==> config.mk <==
export PLATFORM = sky130hd
export DESIGN_NAME = demux_1x8_buffered
export DESIGN_NICKNAME = d
export VERILOG_FILES = /design/src/rtl/demux_1x8_buffered_pkg.sv /design/src/rtl/demux_1x8_buffered_skid_buffer_2.sv /design/src/rtl/demux_1x8_buffered.sv
export SDC_FILE = /design/constraint.sdc
export NUM_CORES = 1
export LEC_CHECK = 0
export CAP_MARGIN = 20
export CORE_ASPECT_RATIO = 0.9
export CORE_MARGIN = 2
export CORE_UTILIZATION = 54
export CTS_BUF_LIST = sky130_fd_sc_hd__clkbuf_8
export CTS_CLUSTER_DIAMETER = 100
export DETAILED_ROUTE_END_ITERATION = 10
export PLACE_DENSITY = 0.86
export SLEW_MARGIN = 30
export SYNTH_ARGS = -nofsm -noshare
export SYNTH_HDL_FRONTEND = slang
export SYNTH_SLANG_ARGS = --single-unit
==> constraint.sdc <==
create_clock -name clk -period 4.4 [get_ports clk]
set_input_delay 0.88 -clock clk [delete_from_list [all_inputs] [get_ports clk]]
set_output_delay 0.88 -clock clk [all_outputs]
set_load 0.01 [all_outputs]
==> src/rtl/demux_1x8_buffered_pkg.sv <==
// demux_1x8_buffered_pkg: shared sizes and buffer state encoding for the 1:8 demux
package demux_1x8_buffered_pkg;
  localparam int SEL_W = 3;
  localparam int N_PORTS = 2 ** SEL_W;
  localparam int DROP_CNT_W = 8;
  typedef enum logic [1:0] {
    EMPTY = 2'd0,
    ONE   = 2'd1,
    FULL  = 2'd2
  } state_e;
endpackage

==> src/rtl/demux_1x8_buffered_skid_buffer_2.sv <==
// demux_1x8_buffered_skid_buffer_2: 2-entry valid/ready buffer; in_ready comes from state only
module demux_1x8_buffered_skid_buffer_2
  import demux_1x8_buffered_pkg::*;
#(
  parameter int W = 35
) (
  input  logic         clk,
  input  logic         rst,
  input  logic         in_valid,
  output logic         in_ready,
  input  logic [W-1:0] in_data,
  output logic         out_valid,
  input  logic         out_ready,
  output logic [W-1:0] out_data
);
  state_e state_q, state_d;
  logic [W-1:0] main_q, main_d, skid_q, skid_d;
  always_ff @(posedge clk) begin
    if (rst) begin
      state_q <= EMPTY;
      main_q  <= '0;
      skid_q  <= '0;
    end else begin
      state_q <= state_d;
      main_q  <= main_d;
      skid_q  <= skid_d;
    end
  end
  always_comb begin
    state_d = state_q;
    main_d  = main_q;
    skid_d  = skid_q;
    case (state_q)
      EMPTY: begin
        if (in_valid) begin
          state_d = ONE;
          main_d  = in_data;
        end
      end
      ONE: begin
        if (in_valid && out_ready) begin
          main_d = in_data;
        end else if (in_valid) begin
          state_d = FULL;
          skid_d  = in_data;
        end else if (out_ready) begin
          state_d = EMPTY;
        end
      end
      FULL: begin
        if (out_ready) begin
          state_d = ONE;
          main_d  = skid_q;
        end
      end
      default: state_d = EMPTY;
    endcase
  end
  // main_q is left untouched on drain so out_data keeps its last value in EMPTY
  assign in_ready  = state_q != FULL;
  assign out_valid = state_q != EMPTY;
  assign out_data  = main_q;
endmodule

==> src/rtl/demux_1x8_buffered.sv <==
// demux_1x8_buffered: buffered 1:8 word router with masked-port drop counting
module demux_1x8_buffered
  import demux_1x8_buffered_pkg::*;
#(
  parameter int DATA_W = 32,
  parameter int SEL_W = demux_1x8_buffered_pkg::SEL_W,
  parameter logic [2**SEL_W-1:0] PORT_MASK = '1
) (
  input  logic                  clk,
  input  logic                  rst,
  input  logic                  in_valid,
  output logic                  in_ready,
  input  logic [SEL_W-1:0]      in_sel,
  input  logic [DATA_W-1:0]     in_data,
  output logic [2**SEL_W-1:0]   out_valid,
  input  logic [2**SEL_W-1:0]   out_ready,
  output logic [DATA_W-1:0]     out_data,
  output logic [SEL_W-1:0]      out_sel,
  output logic                  drop_pulse,
  output logic [DROP_CNT_W-1:0] drop_count
);
  localparam int NP = 2 ** SEL_W;
  logic en, store_valid, main_valid, drop_pulse_d, drop_pulse_q;
  logic [DROP_CNT_W-1:0] drop_count_d, drop_count_q;
  logic [SEL_W+DATA_W-1:0] main_word;
  always_comb begin
    en           = PORT_MASK[in_sel];
    store_valid  = in_valid & en;
    drop_pulse_d = in_valid & in_ready & ~en;
    drop_count_d = (drop_pulse_d && drop_count_q != '1) ? drop_count_q + DROP_CNT_W'(1) : drop_count_q;
  end
  always_ff @(posedge clk) begin
    if (rst) begin
      drop_pulse_q <= 1'b0;
      drop_count_q <= '0;
    end else begin
      drop_pulse_q <= drop_pulse_d;
      drop_count_q <= drop_count_d;
    end
  end
  demux_1x8_buffered_skid_buffer_2 #(.W(SEL_W + DATA_W)) u_buf (
    .clk       (clk),
    .rst       (rst),
    .in_valid  (store_valid),
    .in_ready  (in_ready),
    .in_data   ({in_sel, in_data}),
    .out_valid (main_valid),
    .out_ready (out_ready[out_sel]),
    .out_data  (main_word)
  );
  assign out_sel    = main_word[SEL_W+DATA_W-1:DATA_W];
  assign out_data   = main_word[DATA_W-1:0];
  assign out_valid  = main_valid ? NP'(NP'(1) << out_sel) : '0;
  assign drop_pulse = drop_pulse_q;
  assign drop_count = drop_count_q;
endmodule

Yosys cells after proc, flatten, opt, wreduce, memory -nomap -nowiden
Memories as Yosys holds them, arrays and structs flattened.
Index checks and enable logic that the tools add are counted.
- input bits: 46
- output and inout port bits: 53
- memory bits (read-only): 8
- register bits after elaboration: 81
- memories kept: 1
- reductions and logical operators: 8
- shift-type cells: 1
- bitwise gates (word level): 5
- mux-type cells: 14
- $lt $le $gt $ge: 2
- eq/ne operators: 9
- $add $sub $neg: 1
- memories (memory ; words ; bits a word ; read ports ; clocked after memory_dff ; wr ports ; RTL line ; source):
    (no name shown) ; 8 ; 1 ; 1 ; 0 ; 0 ; demux_1x8_buffered.sv:27 ; en = PORT_MASK[in_sel];
- operators with widths (kind ; number):
    $mux W35 ; 3
    $pmux W35 S3 ; 1
    $mux W2 ; 5
    $add A8 B1 Y8 const B ; 1
    $lt A3 B4 Y1 const B ; 2
    $mux W8 ; 1
    $ne A8 B8 Y1 const B ; 1
    $reduce_and A4 Y1 ; 2
    $shl A1 B3 Y8 const A ; 1
    $ne A2 B1 Y1 const B ; 3
    $pmux W2 S3 ; 1
    $ne A2 B2 Y1 const B ; 2
    $and A1 B1 Y1 ; 3
    $bmux W1 S3 ; 1
    $ne A3 B1 Y1 const B ; 1
    $reduce_and A3 Y1 ; 1
    $reduce_bool A3 Y1 ; 1
    $eq A2 B1 Y1 const B ; 1
    $eq A2 B2 Y1 const B ; 1
    $logic_and A1 B1 Y1 ; 2
    $logic_not A2 Y1 ; 1
    $mux W1 ; 2
    $not A1 Y1 ; 2
    $reduce_bool A2 Y1 ; 1

Depth between registers and ports, before layout
- word-level depth: 6
- mapped depth: 8

Cells and area by module
A second synthesis with hierarchy kept.
- cell total of the unflattened synthesis: 361
- area, all modules: 3422.0 um^2
- modules (own cells, without submodules) (module ; area an instance (um^2) ; cells each ; instances):
    demux_1x8_buffered_skid_buffer_2 ; 3221.8 ; 334 ; 1
    demux_1x8_buffered ; 200.2 ; 27 ; 1

Worst setup path before layout
No wires, ideal clock.
- kind: in2reg
- start: in out_ready[5]
- end: reg u_buf.skid_q[10]
- buffers on the path: 2
- data arrival time: 2.046 ns
- path slack: 2.227 ns
- stages: 7
- path through: mux2_4 o22a_4 a21oi_2 buf_6 buf_12 mux2i_1 nor2_1
- longest elaborated chain between the ends: 5
- RTL lines (item ; RTL line ; source):
    from (decl) ; demux_1x8_buffered.sv:16 ; input logic [2**SEL_W-1:0] out_ready,
    $bmux W1 S3 ; demux_1x8_buffered.sv:48 ; .out_ready (out_ready[out_sel]),
    $mux W1 (implied by the code) ; demux_1x8_buffered.sv:48 ;
    $logic_and A1 B1 Y1 ; demux_1x8_buffered_skid_buffer_2.sv:41 ; if (in_valid && out_ready) begin
    $not A1 Y1 (no source line) ; - ;
    $reduce_and A3 Y1 (no source line) ; - ;
    to (signal assigned) ; demux_1x8_buffered_skid_buffer_2.sv:26 ; skid_q <= skid_d;
    to (decl) ; demux_1x8_buffered_skid_buffer_2.sv:17 ; logic [W-1:0] main_q, main_d, skid_q, skid_d;
Every way passes these cells. The select of a mux whose other input is x is not followed.
A chain may end at the register's enable or synchronous reset.

Final worst setup path
- start: in out_ready[5]
- end: reg u_buf.main_q[33], in the netlist u_buf.out_data[33]
- longest elaborated chain between the ends: 5
- RTL lines (item ; RTL line ; source):
    $bmux W1 S3 * ; demux_1x8_buffered.sv:48 ;
    $mux W1 (implied by the code) * ; demux_1x8_buffered.sv:48 ;
    $logic_and A1 B1 Y1 ; demux_1x8_buffered_skid_buffer_2.sv:41 ;
    $ne A2 B1 Y1 (no source line) ; - ;
    $reduce_and A4 Y1 (no source line) * ; - ;
    to (signal assigned) ; demux_1x8_buffered_skid_buffer_2.sv:25 ; main_q <= main_d;
    to (decl) ; demux_1x8_buffered_skid_buffer_2.sv:17 ;
Mark *: on every way between the ends. The rest lies on a longest branch, timed or not. The select of a mux whose other input is x is not followed.

==> results.toml <==
[worst_setup_path]
cp-end-kind = "flop"
worstPathArrival_ps = 3040
path_class = "primary input to flop"
start_kind = "primary input"
r2r-start = "u_buf.out_data[33]"
critPathMaxFanout = 36
cp.required_ps = 4580
reg2reg_depth = 5
rrSetupSlack_ps = 1860
r2r-end = "u_buf.out_data[33]"

[global_routing]
antenna_found_initial = 0
grt_first_pass_wirelength_um = 13200
overflow = 0
grt_use_total_pct = 23.3
grt_pass1_vias = 2722
grt_max_degree = 72

[place]
dp_slack_ps = 1210
port_buffers = 89
dpl_cell_area_mm2 = 0.00434
place.gp.congestion = 0.821
hpwl_um = 5290

[job]
drv_cap = 0

[detailed_routing]
ant_nets = 0
drc_errors = 0
wl_per_cell_um = 15.8
drtIter0Drc = 168
via_per_inst = 5.55
vias = 2929
drt-total-wl_um = 8360
dr.pass1.iters = 4

[floorplanning]
die_area_mm2 = 0.00725
rows = 28
coreArea_mm2 = 0.00648
io_pins = 99
initial_core_util_pct = 54.9
die_w_um = 89.5
die_h_um = 81.0

[timing]
setup_tns_ps = 0
hold_slack_ps = 468
layout_setup_ws_ps = 1540
fmax_ghz = 0.350
hold_viol_final = 0
setup_violations = 0
finClkSkew_ps = 9.30
relSlewSlack_pct = 59.2
slew_violations = 0
worst_pin_slew_ps = 610
fin_crit_ps = 2860
rsz0062_at_grt = "false"
min_period_over_period_pct = 65.0

[min_path]
hp-class = "flop to flop"
hold_depth = 2
min_from = "u_buf.out_data[11]"
whs_endpoint = "u_buf.out_data[11]"

[finish]
drive_above_1_share_pct = 13.5
post-route-cell-area_mm2 = 0.00456
diodes = 0
fin_nets = 479
area_delta_synth_final_pct = 28.2

[cts]
hold_buffers = 0
post_cts_resized = 0
root_buffer = "clkbuf_8"
clk_pin_slew_worst_paths_ps = 70
clk_latency_ps = 340
cts_buffers = 9
cts_tree = "done"
clockBufferDepth = 2
cts_sinks = 72
htreeDepth = 3
postCtsSetupBuffers = 0

[outcome]
status = "complete, no violations"

[pwr]
p_per_area_mw_per_mm2 = 427
leakagePower_uw = 0.00159
ir_drop_mv = 0.250

[logic_synthesis]
synth_area_leaders = "dfxtp_1 41%, a311oi_2 13%, mux2i_1 10%"
ys_warn_count = 0
syn_area_mm2 = 0.00356
syn_area_per_cell_um2 = 9.93
syn_inst = 358
yosysSeqAreaShare_pct = 40.5
ys_ff_latch = 72
synth_cell_types = 32
synth.top_cell.area_share_pct = 40.5
yosys.area.top_type = "dfxtp_1"
## sequential cells by signal, summed over array words and instances (netlist names)
signal	cells
u_buf.skid_q	35
u_buf.out_data	35
u_buf.state_q	2
## layer usage
metal	up-vias	part of all wire, %	GRT usage [%]
met3	13	4.5	7.22
met4	0	1.1	6.12
met1	1418	44	30.8
met5	-	0	0
met2	89	50	37.2
li1	1409	-	-
## worst max path at each step
| stage | startpoint | endpoint | slack [ps] | cells after the start |
|---|---|---|---|---|
| detailed placement | out_ready[5] | u_buf.out_data[8] | 1210 | 6 |
| finish | out_ready[5] | u_buf.out_data[33] | 1540 | 6 |
| CTS | u_buf.out_data[33] | out_valid[2] | 1550 | 3 |
| floorplan | out_ready[5] | u_buf.skid_q[10] | 2230 | 7 |
| global route | u_buf.out_data[33] | out_valid[2] | 1450 | 3 |
| global placement | out_ready[5] | u_buf.out_data[2] | 1270 | 6 |
## power breakdown
| part | total, uW | switching, uW | internal, uW |
|---|---|---|---|
| clock network | 523 | 236 | 287 |
| registers | 795 | 57.5 | 737 |
| logic | 628 | 321 | 307 |
## critical path, cell delays in order
cell and delay, ps:
clkdlybuf4s50_1 400, mux2_4 270, o22a_4 270, nand3_4 370, and2_4 630, a311oi_2 200
## logic make-up after synthesis
| family | share of synthesized area, % |
|---|---|
| compound gates | 24.6 |
| other cells | 0.105 |
| mux | 11.4 |
| buf+inv | 12.2 |
| simple gates | 11.2 |
| flops | 40.5 |
## metrics by stage
| step | power (uW) | instances | util (%) |
|---|---|---|---|
| global placement | 1410 | 511 | 66.9 |
| CTS | 1950 | 527 | 70.0 |
| global route | 2040 | 528 | 70.3 |
| detailed placement | 1430 | 511 | 66.9 |
| floorplan | 1210 | 366 | - |
| finish | 1950 | 528 | 70.3 |
## cell type report
type	instances	area (um2)
Fill cell	499	1920
Multi-Input combinational cell	219	1730
Sequential cell	72	1440
Timing Repair Buffer	94	941
Clock buffer	11	151
Inverter	37	139
Tap cell	90	113
Clock inverter	5	47.5
## cell usage in the layout (no fill, tap or decap), types with 2 or more instances in the layout
master,count
nor2_1,79
nand3_4,2
mux2_4,3
o221ai_1,35
o21ai_0,2
conb_1,9
inv_1,38
nand2_1,5
clkinv_2,2
a311oi_2,30
buf_4,4
mux2i_1,36
a311oi_1,5
nor3_1,2
dfxtp_1,72
clkbuf_8,11
clkdlybuf4s50_1,89
## Yosys cell counts (all sizes together)
cell and instances:
a21oi 2, a2bb2oi 1, a311oi 35, a31oi 1
and2 1, and2b 1, buf 29, clkbuf 9
clkinv 1, conb 1, dfxtp 72, inv 36
mux2 3, mux2i 36, nand2 5, nand2b 1
nand3 2, nor2 79, nor2b 1, nor3 2
nor3b 1, o21ai 2, o221ai 35, o22a 1
or2b 1
(Power assumes the default switching activity.)
